## src/rtl/als_spi_reader_pkg.sv

```systemverilog
// ---------------------------------------------------------------------------
// als_pkg
// Shared definitions for the ambient-light sensor serial reader: the frame
// FSM state type, the fixed frame layout of the sensor's 8-bit ADC and a
// helper that decides whether a received frame carries a valid sample.
// ---------------------------------------------------------------------------
package als_pkg;

  typedef enum logic [1:0] {
    IDLE,
    SETUP,
    SHIFT,
    DONE
  } state_t;

  localparam int FRAME_BITS = 16;
  localparam int LEAD_BITS  = 3;
  localparam int DATA_MSB   = 11;
  localparam int DATA_LSB   = 4;

  // A frame is accepted only when every leading bit reads back as zero.
  function automatic logic frame_ok(input logic [LEAD_BITS-1:0] lead);
    return (lead == '0);
  endfunction

endpackage

```

## src/rtl/als_spi_reader_if.sv

```systemverilog
// ---------------------------------------------------------------------------
// als_spi_reader_if
// Bundles the sensor link (ncs, scl, sda) with the sample output side
// (data, data_valid, frame_err).
//   master : the reader - drives ncs/scl and the sample outputs, reads sda
//   slave  : sensor + downstream consumer - drives sda, observes the rest
// ---------------------------------------------------------------------------
interface als_spi_reader_if;

  logic       ncs;
  logic       scl;
  logic       sda;
  logic [7:0] data;
  logic       data_valid;
  logic       frame_err;

  modport master (
    output ncs,
    output scl,
    output data,
    output data_valid,
    output frame_err,
    input  sda
  );

  modport slave (
    input  ncs,
    input  scl,
    input  data,
    input  data_valid,
    input  frame_err,
    output sda
  );

endinterface

```

## src/rtl/als_spi_reader_sync.sv

```systemverilog
// ---------------------------------------------------------------------------
// sync_2ff
// Generic 1-bit two-flop synchronizer for asynchronous input pins.
//   clk   : destination clock
//   rst_n : asynchronous active-low reset, both flops clear to 0
//   d     : asynchronous input
//   q     : synchronized output, two clk cycles behind d
// ---------------------------------------------------------------------------
module sync_2ff (
  input  logic clk,
  input  logic rst_n,
  input  logic d,
  output logic q
);

  logic meta;

  always_ff @(posedge clk or negedge rst_n) begin
    if (!rst_n) begin
      meta <= 1'b0;
      q    <= 1'b0;
    end else begin
      meta <= d;
      q    <= meta;
    end
  end

endmodule

```

## src/rtl/als_spi_reader.sv

```systemverilog
// ---------------------------------------------------------------------------
// als_spi_reader
// Runs the read-only 3-wire serial link of the ambient-light sensor ADC.
// Free-running frames: ncs high for GAP_CYCLES, ncs low with scl high for
// CLK_DIV, 16 scl periods of 2*CLK_DIV, then one DONE cycle in which the
// captured frame is checked. A good frame updates data and pulses
// data_valid; a bad frame leaves data alone and pulses frame_err.
//   clk   : system clock
//   rst_n : asynchronous active-low reset
//   bus   : master side of als_spi_reader_if (ncs, scl, sda, data,
//           data_valid, frame_err)
// Parameters:
//   CLK_DIV    : clk cycles per scl half-period (>= 4)
//   GAP_CYCLES : clk cycles with ncs high between frames (>= 1)
// ---------------------------------------------------------------------------
module als_spi_reader
  import als_pkg::*;
#(
  parameter int CLK_DIV    = 25,
  parameter int GAP_CYCLES = 100
) (
  input  logic             clk,
  input  logic             rst_n,
  als_spi_reader_if.master bus
);

  localparam int HC_W  = $clog2(CLK_DIV);
  localparam int GAP_W = $clog2(GAP_CYCLES + 1);

  localparam logic [HC_W-1:0]  HC_LAST  = HC_W'(CLK_DIV - 1);
  localparam logic [GAP_W-1:0] GAP_LAST = GAP_W'(GAP_CYCLES - 1);
  localparam logic [3:0]       BIT_LAST = 4'(FRAME_BITS - 1);

  state_t                  state;
  logic [HC_W-1:0]         hc;
  logic [GAP_W-1:0]        gap_cnt;
  logic [3:0]              bit_cnt;
  logic [FRAME_BITS-1:0]   shreg;
  logic                    ncs_r;
  logic                    scl_r;
  logic [7:0]              data_r;
  logic                    dv_r;
  logic                    fe_r;
  logic                    sda_s;

  sync_2ff u_sda_sync (
    .clk   (clk),
    .rst_n (rst_n),
    .d     (bus.sda),
    .q     (sda_s)
  );

  always_ff @(posedge clk or negedge rst_n) begin
    if (!rst_n) begin
      state   <= IDLE;
      hc      <= '0;
      gap_cnt <= '0;
      bit_cnt <= '0;
      shreg   <= '0;
      ncs_r   <= 1'b1;
      scl_r   <= 1'b1;
      data_r  <= '0;
      dv_r    <= 1'b0;
      fe_r    <= 1'b0;
    end else begin
      dv_r <= 1'b0;
      fe_r <= 1'b0;
      case (state)
        IDLE: begin
          ncs_r <= 1'b1;
          scl_r <= 1'b1;
          if (gap_cnt == GAP_LAST) begin
            gap_cnt <= '0;
            hc      <= '0;
            ncs_r   <= 1'b0;
            state   <= SETUP;
          end else begin
            gap_cnt <= gap_cnt + 1'b1;
          end
        end

        SETUP: begin
          if (hc == HC_LAST) begin
            hc      <= '0;
            bit_cnt <= '0;
            scl_r   <= 1'b0;
            state   <= SHIFT;
          end else begin
            hc <= hc + 1'b1;
          end
        end

        // scl_r itself tells which half of the bit period is running.
        SHIFT: begin
          if (hc == HC_LAST) begin
            hc <= '0;
            if (!scl_r) begin
              // Rising scl edge: the sensor has held this bit for CLK_DIV cycles.
              scl_r <= 1'b1;
              shreg <= {shreg[FRAME_BITS-2:0], sda_s};
            end else if (bit_cnt == BIT_LAST) begin
              ncs_r <= 1'b1;
              state <= DONE;
            end else begin
              bit_cnt <= bit_cnt + 1'b1;
              scl_r   <= 1'b0;
            end
          end else begin
            hc <= hc + 1'b1;
          end
        end

        DONE: begin
          ncs_r <= 1'b1;
          scl_r <= 1'b1;
          state <= IDLE;
          if (frame_ok(shreg[FRAME_BITS-1 -: LEAD_BITS])) begin
            data_r <= shreg[DATA_MSB:DATA_LSB];
            dv_r   <= 1'b1;
          end else begin
            fe_r <= 1'b1;
          end
        end

        default: state <= IDLE;
      endcase
    end
  end

  assign bus.ncs        = ncs_r;
  assign bus.scl        = scl_r;
  assign bus.data       = data_r;
  assign bus.data_valid = dv_r;
  assign bus.frame_err  = fe_r;

endmodule

```

## src/flat_wrapper.sv

```systemverilog
// flat-port wrapper written by rule: the top's interface ports become plain ports
module als_spi_reader_flat import als_pkg::*;
#(
  parameter int CLK_DIV    = 25,
  parameter int GAP_CYCLES = 100
)
  (clk, rst_n, bus_ncs, bus_scl, bus_data, bus_data_valid, bus_frame_err, bus_sda);
  als_spi_reader_if bus_i ();
  input  logic clk;
  input  logic rst_n;
  output wire logic [$bits(bus_i.ncs)-1:0] bus_ncs;
  output wire logic [$bits(bus_i.scl)-1:0] bus_scl;
  output wire logic [$bits(bus_i.data)-1:0] bus_data;
  output wire logic [$bits(bus_i.data_valid)-1:0] bus_data_valid;
  output wire logic [$bits(bus_i.frame_err)-1:0] bus_frame_err;
  input wire logic [$bits(bus_i.sda)-1:0] bus_sda;
  assign bus_ncs = bus_i.ncs;
  assign bus_scl = bus_i.scl;
  assign bus_data = bus_i.data;
  assign bus_data_valid = bus_i.data_valid;
  assign bus_frame_err = bus_i.frame_err;
  assign bus_i.sda = bus_sda;
  als_spi_reader #(.CLK_DIV(CLK_DIV), .GAP_CYCLES(GAP_CYCLES)) u_core (.clk(clk), .rst_n(rst_n), .bus(bus_i));
endmodule
```

## config.mk

```make
export PLATFORM = sky130hd
export DESIGN_NAME = als_spi_reader_flat
export DESIGN_NICKNAME = d
export VERILOG_FILES = /design/src/rtl/als_spi_reader_pkg.sv /design/src/rtl/als_spi_reader_if.sv /design/src/rtl/als_spi_reader_sync.sv /design/src/rtl/als_spi_reader.sv /design/src/flat_wrapper.sv
export SDC_FILE = /design/constraint.sdc
export NUM_CORES = 1
export LEC_CHECK = 0
export ABC_AREA = 0
export CAP_MARGIN = 30
export CORE_MARGIN = 5
export CORE_UTILIZATION = 39
export DETAILED_ROUTE_END_ITERATION = 8
export MAX_ROUTING_LAYER = met4
export PLACE_DENSITY = 0.56
export REMOVE_ABC_BUFFERS = 1
export SLEW_MARGIN = 0
export SYNTH_ARGS = -nofsm -noshare
export SYNTH_HDL_FRONTEND = slang
export SYNTH_SLANG_ARGS = --single-unit
```

## constraint.sdc

```tcl
create_clock -name clk -period 6.3 [get_ports clk]
set_clock_uncertainty 0.2 [all_clocks]
set_input_delay 0.63 -clock clk [delete_from_list [all_inputs] [get_ports clk]]
set_output_delay 0.63 -clock clk [all_outputs]
set_load 0.05 [all_outputs]
```

# After elaboration in Yosys (flattened, before gate mapping)
# Cells that the tools add are included.
[word_totals] regBits=48 in_bits=3 out_inout_bits=12 word_cells=71
[classes] n_addsub=3 eq_ne=12 n_mux=29 bitwise=1 reduce_logical=14
[ops] cell="4-bit 2-to-1 mux" n=4
[ops] cell="1-bit 2-to-1 mux" n=12
[ops] cell="2-bit 2-to-1 mux" n=5
[ops] cell="5-bit 2-to-1 mux" n=2
[ops] cell="2-bit by 1-bit inequality test with 1-bit output (second input constant)" n=5
[ops] cell="5-bit one-hot mux with 2 select lines" n=1
[ops] cell="5-bit AND reduction" n=2
[ops] cell="2-bit one-hot mux with 4 select lines" n=1
[ops] cell="4-bit one-hot mux with 2 select lines" n=1
[ops] cell="7-bit by 1-bit adder with 7-bit output (second input constant)" n=1
[ops] cell="7-bit == test (second input constant)" n=1
[ops] cell="7-bit 2-to-1 mux" n=1
[ops] cell="1-bit one-hot mux with 3 select lines" n=2
[ops] cell="2-bit AND reduction" n=3
[ops] cell="5-bit by 1-bit adder with 5-bit output (second input constant)" n=1
[ops] cell="5-bit == test (second input constant)" n=1
[ops] cell="4-bit by 1-bit adder with 4-bit output (second input constant)" n=1
[ops] cell="2-bit == test (second input constant)" n=2
[ops] cell="4-bit == test (second input constant)" n=1
[ops] cell="4-bit AND reduction" n=1
[ops] cell="2-bit nonzero test" n=2
[ops] cell="2-bit OR reduction" n=2
[ops] cell="3-bit zero test" n=1
[ops] cell="3-bit AND reduction" n=1
[ops] cell="5 further kinds" n=5

# Logic depth before layout (Yosys ltp)
# Gate-level depths: netlist (run 1).
[logic_depth] word_depth=5 ltp_mapped=7 depth_no_buf=6

# Modules after synthesis
# From an unflattened synthesis (run 1), not the netlist that was laid out.
[unflattened] cells_unflattened=184 hier_area_um2=2237.1
[by_module_without_submodules] module="als_spi_reader" instances=1 cells_each=182 area_per_inst_um2=2187.1 seq_area_each_um2=1153.6
[by_module_without_submodules] module="sync_2ff" instances=1 cells_each=2 area_per_inst_um2=50.0 seq_area_each_um2=50.0

# Least setup slack after synthesis (run 1)
# No wires, ideal clock.
[synth_path] path_type="register -> register" start="reg u_core.state[0]" end="reg u_core.shreg[0]" setup_time_ns=0.125 arrival_ns=1.706 t_required_ns=5.975 path_slack_ns=4.269 stages_incl_launch_ff=8 path_buffers=2 period_less_slack_ns=2.031 cell_sequence="dfrtp_1 inv_1 ha_1 buf_2 inv_1 nor3_4 buf_8 mux2_2"
[synth_between] elab_chain_len=2
[synth_lines] element="from (decl)" line_no="als_spi_reader.sv:34" source="state_t state;"
[synth_lines] element="from (signal assigned)" line_no="als_spi_reader.sv:55" source="state <= IDLE;"
[synth_lines] element="from (signal assigned)" line_no="als_spi_reader.sv:76" source="state <= SETUP;"
[synth_lines] element="from (signal assigned)" line_no="als_spi_reader.sv:87" source="state <= SHIFT;"
[synth_lines] element="2-bit == test" line_no="als_spi_reader.sv:68" source="case (state)"
[synth_lines] element="3-bit AND reduction (no source line)"
[synth_lines] element="to (signal assigned)" line_no="als_spi_reader.sv:100" source="shreg <= {shreg[FRAME_BITS-2:0], sda_s};"
[synth_lines] element="to (decl)" line_no="als_spi_reader.sv:38" source="logic [FRAME_BITS-1:0] shreg;"
# Every way passes these cells.
# A chain may end at the register's enable or synchronous reset.

# Worst setup path in the final report (run 1)
[layout_path] start="reg u_core.scl_r, in the netlist u_core.bus.scl" end="out bus_scl"
[layout_lines] element="from (decl)" line_no="als_spi_reader.sv:40" source="logic scl_r;"
[layout_lines] element="from (signal assigned)" line_no="als_spi_reader.sv:61" source="scl_r <= 1'b1;"
[layout_lines] element="from (signal assigned)" line_no="als_spi_reader.sv:71" source="scl_r <= 1'b1;"
[layout_lines] element="from (signal assigned)" line_no="als_spi_reader.sv:86" source="scl_r <= 1'b0;"
[layout_lines] element="to (decl)" line_no="flat_wrapper.sv:12" source="output wire logic [$bits(bus_i.scl)-1:0] bus_scl;"
# No word-level cell between the ends.

==> run metrics, run 1 <==
final worst-path cycle share=0.4084; flop2flop setup slack=3.92 ns; largest stage delay on the critical path=0.83 ns; final wirelength=3.992 mm; # diodes=0; global-route wire length before repair=6.975 mm; Cell variety after synth=44; Req. time, crit path=5.47 ns; commonest cells after routing, fill and taps aside=46 x dfrtp_1, 27 x mux2_2, 14 x nand2_1, 13 x clkdlybuf4s50_1, 12 x nor2_1; CP max-delay cell=clkdlybuf4s50_1; die width=86.41 µm; Setup Fix Bufs, Post-CTS=0; Hold Crit Class=input pin to async pin; R2R cell count=5; post-cts sizing count=0; Fin Hold WS=0.02498 ns; Final Max Tran Viols=0; startpoint types=flip-flop; Critical Path Sink Type=output pin; initial antenna violation count=0; mapped cell area=2277 µm²; Synth Flop Type=dfrtp_1; Slew @ Worst Pin=0.6864 ns; flops & latches, synth=48; Die ar.=7467 µm²; Remaining DRCs=0; Final Hold Fails=0; global route total overflow=0; most common cell after layout, fill and taps aside=dfrtp_1; largest net degree at the start of global routing=36; vias in the first global route=1,454; worst-path fanout max=7; vias per cell=5.269; Gate power share=0.015; drt pass-1 iters=4; Crit path max-delay family=buffers and inverters; share of cells above drive strength 1=0.2365; fill cell count=525; RR Startpoint=u_core.state[0]; Initial Utilization=0.4085; Antenna Nets Post-Route=0; status=completed; clk buf depth=2; FMAX=388.7 MHz; Area growth syn-to-layout=14.18%; Final HPWL DP=2.890 mm; port buffer count=14; max cap viols=0; gate count of the mapped netlist=186; vias after detailed routing=1,449; CP Cell Sequence=clkdlybuf4s50_1; worst rel slew slack=0.5409; Pwr Total=541.7 µW; final net count=215; number of H-tree levels=2; Ys Warns=0; sequential area share after synthesis=0.5286; Peak VDD IR=0.1282 mV; Root Buffer=clkbuf_8; Clock Power Share=0.415; I/O pins=15; Sink Count=48; cts hold-fix bufs=0; Skew-Pair Late Insertion Delay=0.29 ns; Internal=430.1 µW; PwrDens=208.4 nW/µm²; final setup vio count=0; Tot GR Track Use=0.1197; r2r endpoint=u_core.shreg[2]; Pleak=1.192 nW; die height=86.41 µm; Avg Inst Size Synth=12.24 µm²; critical path type=flip-flop to output pin; Core ar.=5574 µm²; minimum clock period=2.573 ns; DRT iter0 DRCs=59; sequential fraction of design power=0.570; Final TNS setup=0 ns; GPL Wtd Cong=0.8383; asr flop ratio synth=1.000; Psw=111.6 µW; CTS buffer count=5; Worst-path clk slew=0.09 ns; Post-synth EDFFs=0; final core occ=0.4664; Worst Path Arrival=1.74 ns; CTS tree=yes; row count=27; CP bufs+invs=1; Sw Share=0.2060; wire per inst=14.52 µm; unrepaired setup endpoints after global routing=false
-- Yosys cell counts, drive strengths merged (3+ instances only) --
cell     number  area, µm²
o31ai         3      22.52
dfrtp        46       1151
nand4         3      18.77
nor3          5      36.29
o21ai         8      40.03
nand2        14      52.55
o2bb2ai       3      26.28
mux2i         6      60.06
a21oi         4      20.02
mux2         27      304.0
inv           7      26.27
nor2         12      45.04
buf           4      30.02
ha           10      125.1
nand3         6      30.03
-- sequential cells by signal, indices dropped and copies added, names as in the netlist --
| signal | count |
|---|---|
| u_core.bit_cnt | 4 |
| u_core.u_sda_sync.q | 1 |
| u_core.bus.ncs | 1 |
| u_core.bus.frame_err | 1 |
| u_core.gap_cnt | 7 |
| u_core.hc | 5 |
| u_core.bus.data | 8 |
| u_core.u_sda_sync.meta | 1 |
| u_core.bus.scl | 1 |
| u_core.state | 2 |
| u_core.bus.data_valid | 1 |
| u_core.shreg | 16 |
-- power by group through the flow --
stage                     clock, mW  combinational [mW]  sequential [mW]
after floorplan                   0          0.00000536            0.315
after CTS                     0.237             0.00889            0.309
after detailed placement          0             0.00891            0.315
after global placement            0             0.00690            0.315
after global routing          0.251             0.00967            0.309
final                         0.225             0.00810            0.309
-- worst register-to-register path, cell delays in order, from the launching register on --
cell and delay [ns]:
dfrtp_1 0.43, inv_1 0.14, ha_1 0.33, inv_1 0.16, nor3_4 0.60, mux2_2 0.41
-- cell families (layout without fill, tap and decap cells) --
kind of cell             after synthesis  in the layout  synth area share
flip-flops                            48             48            0.5286
multiplexers                          33             33            0.1599
adder cells (fa/ha/maj)               10             10           0.05495
buffers and inverters                 13             30           0.02856
AO/OA/AOI/OAI                         31             31           0.09671
AND/OR/NAND/NOR                       51             51            0.1313
-- layout make-up --
| cell class | count | area, µm² | share of cell area |
|---|---|---|---|
| Clock buffer | 5 | 68.82 | 0.02647 |
| Clock inverter | 3 | 47.55 | 0.01829 |
| Inverter | 7 | 26.28 | 0.01011 |
| Multi-Input combinational cell | 125 | 1008 | 0.3879 |
| Sequential cell | 48 | 1204 | 0.4629 |
| Tap cell | 72 | 90.09 | 0.03465 |
| Timing Repair Buffer | 15 | 155.1 | 0.05967 |
-- layer usage --
layer,part of all wire,up-vias,GRT usage
met3,0.031,4,0.02662
met1,0.45,721,0.1495
li1,-,704,-
met5,0,-,-
met4,0.0078,0,0.03541
met2,0.51,20,0.1947
-- through the flow --
stage	setup slack (ns)	std cells	instance area [µm²]
2_1_floorplan	4.182	180	2238
3_5_place_dp	3.933	267	2484
5_1_grt	3.678	275	2600
3_3_place_gp	4.000	266	2464
6_report	3.727	275	2600
4_1_cts	3.713	275	2600
-- how the worst max path moves through the flow --
stage	start	endpoint	slack (ns)	cells after the start
after CTS	u_core.bus.scl	bus_scl	3.71	1
final	u_core.bus.scl	bus_scl	3.73	1
after global routing	u_core.bus.scl	bus_scl	3.68	1
after detailed placement	u_core.state[0]	u_core.shreg[0]	3.93	5
after global placement	u_core.state[0]	u_core.shreg[11]	4.00	5
after floorplan	u_core.state[0]	u_core.shreg[0]	4.18	5
Power figures use the tool's default switching activity.
==> run 2, diff against run 1 <==
PLACE_DENSITY = 0.58   (was 0.56)
clock period = 2.3 ns   (was 6.3 ns; I/O delays follow)
==> run 2 against run 1 <==
Combinational power grew to 2.5 times the previous value. Sequential power rose to 2.7 times the previous value. Non-clock buffer count rose by 4. Wire length grew 4.7%. Critical endpoint unchanged.
==> run metrics, run 2 (same netlist as run 1, synthesis figures left out) <==
status=completed; CP bufs+invs=1; Skew-Pair Late Insertion Delay=0.30 ns; Internal=1.096 mW; post-route cell area=2613 µm²; metal2 WL=2.008 mm; Sw Share=0.2211; Die ar.=7467 µm²; dpl cells=270; Gate power share=0.014; minimum clock period=2.192 ns; Worst Path Arrival=1.76 ns; commonest cells after routing, fill and taps aside=46 x dfrtp_1, 27 x mux2_2, 14 x nand2_1, 13 x clkdlybuf4s50_1, 12 x nor2_1; RR Startpoint=u_core.hc[0]; Hold Crit Class=flip-flop to flip-flop; Psw=311.0 µW; placed standard-cell area=2506 µm²; worst rel slew slack=0.6077; drt pass-1 iters=4; Worst-path clk slew=0.09 ns; final setup vio count=0; Antenna Nets Post-Route=0; Remaining DRCs=0; final wirelength=4.178 mm; most common cell after layout, fill and taps aside=dfrtp_1; initial antenna violation count=0; CP max-delay cell=clkdlybuf4s50_1; Top reg by flops=u_core.shreg; die width=86.41 µm; Sink Count=48; number of H-tree levels=2; DR WL met3=100 µm; Pleak=1.202 nW; largest stage delay on the critical path=0.83 ns; Critical Path Sink Type=output pin; global-route wire length before repair=7.369 mm; Area growth syn-to-layout=14.73%; PwrDens=538.5 nW/µm²; final net count=219; Peak VDD IR=0.2919 mV; # diodes=0; port buffer count=14; max cap viols=0; Worst Setup EP=bus_scl; Crit path max-delay family=buffers and inverters; Final HPWL DP=2.893 mm; fill cell count=512; Initial Utilization=0.4085; startpoint types=flip-flop; share of cells above drive strength 1=0.2464; worst-path fanout max=7; CTS buffer count=5; Pwr Total=1.407 mW; Tot GR Track Use=0.1265; CTS tree=yes; critical path type=flip-flop to output pin; Req. time, crit path=1.87 ns; largest net degree at the start of global routing=49; vias per cell=5.305; flop2flop setup slack=0.30 ns; Core ar.=5574 µm²; r2r endpoint=u_core.state[1]; unrepaired setup endpoints after global routing=false; I/O pins=15; Crit. Startpoint=u_core.bus.scl; GPL Wtd Cong=0.8569; vias after detailed routing=1,480; max FFs per register=16; wire per inst=14.97 µm; final worst-path cycle share=0.9532; clk buf depth=2; die height=86.41 µm; CP Cell Sequence=clkdlybuf4s50_1; FMAX=456.1 MHz; global route total overflow=0; Final Max Tran Viols=0; row count=27; top routing layer in use=met4; Slew @ Worst Pin=0.5884 ns; Crit. path cell count=1; DRT iter0 DRCs=71; non-filler instance count after layout=279; sequential fraction of design power=0.601; Clock Power Share=0.385; Root Buffer=clkbuf_8; Final Hold Fails=0; Final TNS setup=0 ns; Metal-1 WL=2.023 mm; vias in the first global route=1,546; R2R cell count=6
[run 2: how the worst min path moves through the flow]
stage,start,endpoint,slack [ns],depth (start not counted)
after floorplan,rst_n,u_core.bit_cnt[0],-0.27,0
after global placement,u_core.u_sda_sync.meta,u_core.u_sda_sync.q,0.14,0
after detailed placement,u_core.u_sda_sync.meta,u_core.u_sda_sync.q,0.13,0
after CTS,u_core.u_sda_sync.meta,u_core.u_sda_sync.q,0.16,0
after global routing,bus_sda,u_core.u_sda_sync.meta,0.16,1
final,u_core.u_sda_sync.meta,u_core.u_sda_sync.q,0.15,0
[run 2: worst reg2reg max path: stages, from the launching register on]
cell      delay (ns)
dfrtp_1         0.41
inv_1           0.10
ha_1            0.25
nand4b_4        0.17
o21ai_0         0.31
nand3_1         0.16
mux2_2          0.29
[run 2: power by group through the flow]
stage | clock, mW | combinational [mW] | sequential [mW]
after floorplan | 0 | 0.0000139 | 0.862
after global placement | 0 | 0.0204 | 0.862
after detailed placement | 0 | 0.0208 | 0.862
after CTS | 0.563 | 0.0220 | 0.846
after global routing | 0.595 | 0.0249 | 0.846
final | 0.541 | 0.0203 | 0.845
[run 2: through the flow]
stage	utilization	hold WS, ns	setup slack, ns
final	0.4687	0.1537	0.1076
after CTS	0.4687	0.1560	0.08881
after global placement	0.4496	0.1419	0.4301
after floorplan	-	-0.2656	0.1824
after detailed placement	0.4496	0.1347	0.3421
after global routing	0.4687	0.1568	0.05888
[run 2: timing repair]
item                      4_1_cts  5_1_grt
setup buffers                   0        0
hold buffers                    1        0
gates resized for setup         0        0
hold endpoints to repair       46        0
[run 2: metal layers]
| metal | global-route usage | up-vias |
|---|---|---|
| met5 | - | - |
| met4 | 0.04533 | 0 |
| met3 | 0.03232 | 4 |
| met2 | 0.1968 | 15 |
| met1 | 0.1596 | 748 |
| li1 | - | 713 |
[run 2: cell type report]
class | count | area (µm²) | area share
Timing Repair Buffer | 19 | 187.7 | 0.07184
Multi-Input combinational cell | 125 | 1008 | 0.3860
Inverter | 7 | 26.28 | 0.01006
Tap cell | 72 | 90.09 | 0.03448
Clock inverter | 2 | 13.76 | 0.005268
Clock buffer | 6 | 82.58 | 0.03161
Sequential cell | 48 | 1204 | 0.4607
==> run 3, diff against run 2 <==
--- a/config.mk
+++ b/config.mk
@@ -10,4 +10,5 @@
 export CORE_MARGIN = 5
 export CORE_UTILIZATION = 39
+export CTS_BUF_LIST = sky130_fd_sc_hd__clkbuf_4 sky130_fd_sc_hd__clkbuf_8 sky130_fd_sc_hd__clkbuf_16
 export DETAILED_ROUTE_END_ITERATION = 8
 export MAX_ROUTING_LAYER = met4
==> constraint.sdc (replaced) <==
create_clock -name clk -period 2.3 [get_ports clk]
set_clock_uncertainty 0.2 [all_clocks]
set_input_delay 0.23 -clock clk [delete_from_list [all_inputs] [get_ports clk]]
set_output_delay 0.23 -clock clk [all_outputs]
set_load 0.01 [all_outputs]
==> results of run 3 <==
The final DEF is identical to that of run 2. Status: completed.
Main changes from that run: setup slack after layout 0.1076 ns -> 0.3043 ns; start point of the critical path u_core.bus.scl -> u_core.hc[0]; end point of the critical path bus_scl -> u_core.state[1]
